<file path="src/rtl/rv32i_ex_wb.sv">
// RV32I execute/writeback back end: ALU, branch resolve, EX->MEM and MEM->WB registers, post-branch squash.
// Optional build macro RV32I_FORWARDING_EN adds MEM/WB operand forwarding; without it raw ID data is used.
module rv32i_ex_wb #(
  parameter int unsigned FLUSH_CYCLES = 2
) (
  input  logic        Clk_100MHz,
  input  logic        Reset,
  input  logic [31:0] ID_PC,
  input  logic        ID_Rd_wr_en,
  input  logic        ID_ALU_source_sel,
  input  logic [3:0]  ID_ALU_op,
  input  logic [31:0] ID_Immediate,
  input  logic        ID_Branch_en,
  input  logic [4:0]  ID_Rd_address,
  input  logic [4:0]  ID_Rs1_address,
  input  logic [4:0]  ID_Rs2_address,
  input  logic [31:0] ID_Rs1_data,
  input  logic [31:0] ID_Rs2_data,
  output logic [31:0] MEM_PC_branch_dest,
  output logic        MEM_PC_source_sel,
  output logic [31:0] MEM_ALU_result,
  output logic [4:0]  WB_Rd_address,
  output logic [31:0] WB_Rd_wr_data,
  output logic        WB_wr_en
);

  // state  | meaning
  // RUN    | sq_cnt == 0, ID instructions execute
  // SQUASH | sq_cnt != 0, ID instructions become bubbles
  localparam logic [0:0] RUN    = 1'b0;
  localparam logic [0:0] SQUASH = 1'b1;

  localparam logic [1:0] FLUSH_LD = 2'(FLUSH_CYCLES);

  localparam logic [3:0] OP_ADD  = 4'd0;
  localparam logic [3:0] OP_SUB  = 4'd1;
  localparam logic [3:0] OP_SLL  = 4'd2;
  localparam logic [3:0] OP_SLT  = 4'd3;
  localparam logic [3:0] OP_SLTU = 4'd4;
  localparam logic [3:0] OP_XOR  = 4'd5;
  localparam logic [3:0] OP_SRL  = 4'd6;
  localparam logic [3:0] OP_SRA  = 4'd7;
  localparam logic [3:0] OP_OR   = 4'd8;
  localparam logic [3:0] OP_AND  = 4'd9;
  localparam logic [3:0] OP_BEQ  = 4'd10;
  localparam logic [3:0] OP_BNE  = 4'd11;
  localparam logic [3:0] OP_BLT  = 4'd12;
  localparam logic [3:0] OP_BGE  = 4'd13;
  localparam logic [3:0] OP_BLTU = 4'd14;
  localparam logic [3:0] OP_BGEU = 4'd15;

  logic [0:0]  state_q, state_d;
  logic [1:0]  sq_cnt_q, sq_cnt_d;

  logic        mem_wr_en_q, mem_wr_en_d;
  logic [4:0]  mem_rd_q, mem_rd_d;
  logic [31:0] mem_result_q, mem_result_d;
  logic        mem_sel_q, mem_sel_d;
  logic [31:0] mem_dest_q, mem_dest_d;

  logic        wb_wr_en_q, wb_wr_en_d;
  logic [4:0]  wb_rd_q, wb_rd_d;
  logic [31:0] wb_data_q, wb_data_d;

  logic [31:0] rs1_val, rs2_val, op_b, alu_res;
  logic        br_cond, squash, taken;

`ifdef RV32I_FORWARDING_EN
  // MEM is younger than WB, so it is checked first.
  always_comb begin
    rs1_val = ID_Rs1_data;
    if (mem_wr_en_q && (mem_rd_q == ID_Rs1_address) && (ID_Rs1_address != 5'd0))
      rs1_val = mem_result_q;
    else if (wb_wr_en_q && (wb_rd_q == ID_Rs1_address) && (ID_Rs1_address != 5'd0))
      rs1_val = wb_data_q;
  end

  always_comb begin
    rs2_val = ID_Rs2_data;
    if (mem_wr_en_q && (mem_rd_q == ID_Rs2_address) && (ID_Rs2_address != 5'd0))
      rs2_val = mem_result_q;
    else if (wb_wr_en_q && (wb_rd_q == ID_Rs2_address) && (ID_Rs2_address != 5'd0))
      rs2_val = wb_data_q;
  end
`else
  logic [9:0] unused_src_addr;
  assign unused_src_addr = {ID_Rs1_address, ID_Rs2_address};
  assign rs1_val = ID_Rs1_data;
  assign rs2_val = ID_Rs2_data;
`endif

  assign op_b = ID_ALU_source_sel ? ID_Immediate : rs2_val;

  always_comb begin
    alu_res = 32'd0;
    case (ID_ALU_op)
      OP_ADD:  alu_res = rs1_val + op_b;
      OP_SUB:  alu_res = rs1_val - op_b;
      OP_SLL:  alu_res = rs1_val << op_b[4:0];
      OP_SLT:  alu_res = {31'd0, $signed(rs1_val) < $signed(op_b)};
      OP_SLTU: alu_res = {31'd0, rs1_val < op_b};
      OP_XOR:  alu_res = rs1_val ^ op_b;
      OP_SRL:  alu_res = rs1_val >> op_b[4:0];
      OP_SRA:  alu_res = $signed(rs1_val) >>> op_b[4:0];
      OP_OR:   alu_res = rs1_val | op_b;
      OP_AND:  alu_res = rs1_val & op_b;
      default: alu_res = 32'd0;
    endcase
  end

  // Branch compare ignores the immediate mux: always Rs1 vs Rs2.
  always_comb begin
    br_cond = 1'b0;
    case (ID_ALU_op)
      OP_BEQ:  br_cond = (rs1_val == rs2_val);
      OP_BNE:  br_cond = (rs1_val != rs2_val);
      OP_BLT:  br_cond = ($signed(rs1_val) <  $signed(rs2_val));
      OP_BGE:  br_cond = ($signed(rs1_val) >= $signed(rs2_val));
      OP_BLTU: br_cond = (rs1_val <  rs2_val);
      OP_BGEU: br_cond = (rs1_val >= rs2_val);
      default: br_cond = 1'b0;
    endcase
  end

  assign squash = (state_q == SQUASH);
  assign taken  = ID_Branch_en && !squash && br_cond;

  always_comb begin
    mem_wr_en_d  = ID_Rd_wr_en && (ID_Rd_address != 5'd0) && !squash;
    mem_rd_d     = squash ? 5'd0 : ID_Rd_address;
    mem_result_d = squash ? 32'd0 : alu_res;
    mem_sel_d    = taken;
    mem_dest_d   = taken ? (ID_PC + ID_Immediate) : mem_dest_q;

    wb_wr_en_d   = mem_wr_en_q;
    wb_rd_d      = mem_rd_q;
    wb_data_d    = mem_result_q;
  end

  // Only a taken branch seen in RUN reloads the counter; SQUASH just drains it.
  always_comb begin
    sq_cnt_d = sq_cnt_q;
    if (taken)
      sq_cnt_d = FLUSH_LD;
    else if (squash)
      sq_cnt_d = sq_cnt_q - 2'd1;
    state_d = (sq_cnt_d != 2'd0) ? SQUASH : RUN;
  end

  always_ff @(posedge Clk_100MHz) begin
    if (Reset) begin
      state_q      <= RUN;
      sq_cnt_q     <= 2'd0;
      mem_wr_en_q  <= 1'b0;
      mem_rd_q     <= 5'd0;
      mem_result_q <= 32'd0;
      mem_sel_q    <= 1'b0;
      mem_dest_q   <= 32'd0;
      wb_wr_en_q   <= 1'b0;
      wb_rd_q      <= 5'd0;
      wb_data_q    <= 32'd0;
    end else begin
      state_q      <= state_d;
      sq_cnt_q     <= sq_cnt_d;
      mem_wr_en_q  <= mem_wr_en_d;
      mem_rd_q     <= mem_rd_d;
      mem_result_q <= mem_result_d;
      mem_sel_q    <= mem_sel_d;
      mem_dest_q   <= mem_dest_d;
      wb_wr_en_q   <= wb_wr_en_d;
      wb_rd_q      <= wb_rd_d;
      wb_data_q    <= wb_data_d;
    end
  end

  assign MEM_PC_branch_dest = mem_dest_q;
  assign MEM_PC_source_sel  = mem_sel_q;
  assign MEM_ALU_result     = mem_result_q;
  assign WB_Rd_address      = wb_rd_q;
  assign WB_Rd_wr_data      = wb_data_q;
  assign WB_wr_en           = wb_wr_en_q;

endmodule

</file>
<file path="config.mk">
export PLATFORM = sky130hd
export DESIGN_NAME = rv32i_ex_wb
export DESIGN_NICKNAME = d
export VERILOG_FILES = /design/src/rtl/rv32i_ex_wb.sv
export SDC_FILE = /design/constraint.sdc
export NUM_CORES = 1
export LEC_CHECK = 0
export BUFFER_PORTS_ARGS = -buffer_cell sky130_fd_sc_hd__buf_2
export CORE_MARGIN = 4
export CORE_UTILIZATION = 49
export CTS_BUF_LIST = sky130_fd_sc_hd__clkbuf_4 sky130_fd_sc_hd__clkbuf_8 sky130_fd_sc_hd__clkbuf_16
export DETAILED_ROUTE_END_ITERATION = 6
export PLACE_DENSITY = 0.71
export SYNTH_ARGS = -nofsm -noshare
export SYNTH_HDL_FRONTEND = slang
export SYNTH_SLANG_ARGS = --single-unit
</file>
<file path="constraint.sdc">
create_clock -name Clk_100MHz -period 5.5 [get_ports Clk_100MHz]
set_input_delay 0.275 -clock Clk_100MHz [delete_from_list [all_inputs] [get_ports Clk_100MHz]]
set_output_delay 0.275 -clock Clk_100MHz [all_outputs]
set_load 0.005 [all_outputs]
</file>
==> results.md <==
* Antenna violations before repair at 2
* Clock power share at 0.210
* CP delay by family, top: compound AO/OA/AOI/OAI gates
* Least-Margin Pin Slew at approximately 1.2 ns
* Area contributors post-synth: dfxtp_1 (15%), ha_1 (14%), mux2i_1 (7.2%)
* Synth area leader: dfxtp_1
* Initial DRT Pass Iterations at 6
* CP startpoint kind: primary input
* Clock Sinks at 112
* Setup_tns at 0 ns
* Latest clock arrival within the worst-skew pair at 0.39 ns
* Cell depth of the worst flop-to-flop path at 6
* WS Path Type: primary input to flip-flop
* Post-synthesis sequential area ratio at 0.152
* RSZ-0062 raised after global routing: no
* Pins Over Slew Limit at 0
* CP Cell Sequence: buf_2 -> mux2i_4 -> inv_2 -> ha_1 -> fa_1 -> a21o_1 -> a21oi_1 -> o31ai_1 -> o311ai_0 -> nand2_1 -> a221oi_1 -> mux2i_1 -> o2111ai_1 -> o31a_1
* PostCTS Resize Cnt at 0
* Root buffer cell: clkbuf_16
* Die H at 182 um
* IO Pins at 255
* Post-synth top area share at 0.152
* Fill cells at 2,919
* Flops & latches, synth at 112
* Global-route wire length before repair at 95,100 um
* Worst-path clk slew at about 0.080 ns
* Util after Layout at 0.554
* Via density at 6.49
* Share of power burned in registers at 0.270
* Post-synth EDFFs at 0
* YS warnings at 0
* CP max stage delay at 0.71 ns
* Commonest cells post-synth: nor2_1 (216), nand2_1 (183), ha_1 (160)
* CP Max Fanout at 23
* Total Wirelength at 63,200 um
* Worst Hold Class: primary input to flip-flop
* Tot GR Track Use at 0.368
* Gr ovfl total at 0
* Combinational share of power at 0.520
* Final setup fails at 0
* Most frequent cell after synthesis: nor2_1
* IO Port Bufs at 244
* Gpl congestion at 1.06
* H-tree levels at 3
* # hold bufs at CTS at 0
* Synth Instances at 2,005
* CP max stage cell: o311ai_0
* CP arrival at 4.57 ns
* Die ar. at 0.0330 mm2
* Max-Cap Viols at 0
* Pleak at 7.55 nW
* Post-Syn Nets at 2,320
* CP Capture Type: flip-flop
* VDD IR max at 0.000160 V
* Drc violations at 0
* Final Cycle Share at 0.778
* Largest net degree at the start of global routing at 72
* CTS tree: built
* Rel. slew slack at 0.228
* Run status: complete, no violations
* Mapped cell area at 0.0148 mm2
* Pwr per Cell Area at 205 mW/mm2
* Nets at 2,479
* Int Pwr at 1.89 mW
* Buf/Inv on CP at 2
* Switch Pwr at 1.49 mW
* Synth cell types at 88
* Clk_skew at 0.00842 ns
* Most used DFF post-synth: dfxtp_1
* Initial Utilization at 0.497
* Levels on crit path at 14
* F_max at 0.234 GHz
* Bufs on Longest Clock Path at 2
* Minimum clock period at roughly 4.3 ns
* Mean post-synth cell area at around 7.4 um2
* Initial DRC count at 1,956
* Register Area at 0.00224 mm2
* Die Wd at ~180 um
* Cts bufs inserted at 9
* Post-CTS setup buffer count at 0
* Net Sw Frac at 0.441
* CP required at 5.79 ns
* Hold path depth at 2
* Async set or reset register ratio after synthesis at 0
* Layout cells sized above 1 at 0.164
* Core area at 0.0297 mm2
* Layout overhead on the synthesized area at 11.6%
* Rows at 63
* Area of the multi-input gates at 0.0115 mm2
* Via count at 16.6k
* Hpwl dp at just under 50,000 um
* Vias in the first global route at between 15k and 20k
* Routed WL per cell at 24.7 um
* Final ANT Viol Nets at 0
* Hold Fails Final Rpt at 0
-- path summary, 6_finish.rpt --
path,startpoint,endpoint,slack (ns)
worst max-delay path,ID_ALU_source_sel,MEM_ALU_result[30],1.22
worst min register to register,mem_rd_q[4],WB_Rd_address[4],0.44
worst max register to register,squash,MEM_PC_branch_dest[11],3.55
worst min-delay path,ID_Rd_address[3],mem_rd_q[3],0.10
-- cells in the final DEF, fill, tap and decap left out, types with 13 or more instances in the layout --
cell type and instances:
ha_1 160, nor3_1 41, a211oi_1 21, nand4_1 17
mux4_2 28, buf_4 28, a221oi_1 23, nand2_1 183
a31oi_1 31, o31ai_1 18, inv_1 143, buf_2 244
mux2i_1 105, o21ai_0 145, o21a_1 39, a22oi_1 22
nand3_1 35, nor2b_1 51, nand2b_1 13, dfxtp_1 112
o21bai_1 21, xnor2_1 30, and2_1 14, a21oi_1 151
xor2_1 14, nor2_1 216, a21o_1 20, o22ai_1 24
o211ai_1 39
-- sequential cells by signal, summed over array words and instances (netlist names) --
signal              flops
MEM_ALU_result         32
MEM_PC_branch_dest     32
MEM_PC_source_sel       1
WB_Rd_address           5
WB_Rd_wr_data          32
WB_wr_en                1
mem_rd_q                5
mem_wr_en_q             1
sq_cnt_q                2
squash                  1
-- power groups by stage --
| stage | sequential, mW | clock, mW | combinational (mW) |
|---|---|---|---|
| 2_1_floorplan | 0.936 | 0 | 1.15 |
| 3_3_place_gp | 0.930 | 0 | 1.68 |
| 3_5_place_dp | 0.932 | 0 | 1.70 |
| 4_1_cts | 0.914 | 0.725 | 1.71 |
| 5_1_grt | 0.921 | 0.753 | 1.89 |
| 6_report | 0.913 | 0.709 | 1.75 |
-- worst reg2reg max path, stage by stage, from the launching register on --
cell and delay [ns]:
dfxtp_1 0.35, nor2_1 0.15, nand2_1 0.10, o32ai_4 0.30, buf_4 0.56, mux2i_1 0.29, nor2_1 0.06
-- cell families (layout without fill, tap and decap cells) --
logic type,Yosys count,count (layout),synth area share
AOI/OAI and AO/OA,666,666,0.301
xor gates and xnor gates,44,44,0.0261
adders and majority gates,163,163,0.140
buffers and inverters,269,433,0.0747
DFF,112,112,0.152
muxes,138,138,0.118
other,0,2,0
and+or+nand+nor,613,613,0.188
-- layout make-up --
class,instances,area share
Clock buffer,10,0.0141
Antenna cell,2,0.000304
Inverter,145,0.0330
Clock inverter,6,0.00456
Timing Repair Buffer,272,0.0869
Sequential cell,112,0.136
Tap cell,390,0.0296
Multi-Input combinational cell,1624,0.695
-- metal layers --
metal / wire length [um] / track usage / part of all wire
met2: 28500 / 0.586 / 0.45
met5: 0 / 0 / 0
met1: 25000 / 0.468 / 0.40
met3: 5690 / 0.0693 / 0.090
met4: 3960 / 0.210 / 0.063
-- per-stage QoR --
step           power (mW)  hold slack [ns]  cell area, um2  instances  worst slack, ns
6_report             3.38            0.100           16500       2561             1.22
3_3_place_gp         2.61            0.416           16200       2543             1.10
5_1_grt              3.57            0.107           16500       2561             1.00
2_1_floorplan        2.08            0.397           14800       2005             1.55
3_5_place_dp         2.63            0.422           16200       2543            0.999
4_1_cts              3.34           0.0892           16500       2559             1.42
Note: power is estimated with default switching activity, not from simulation.
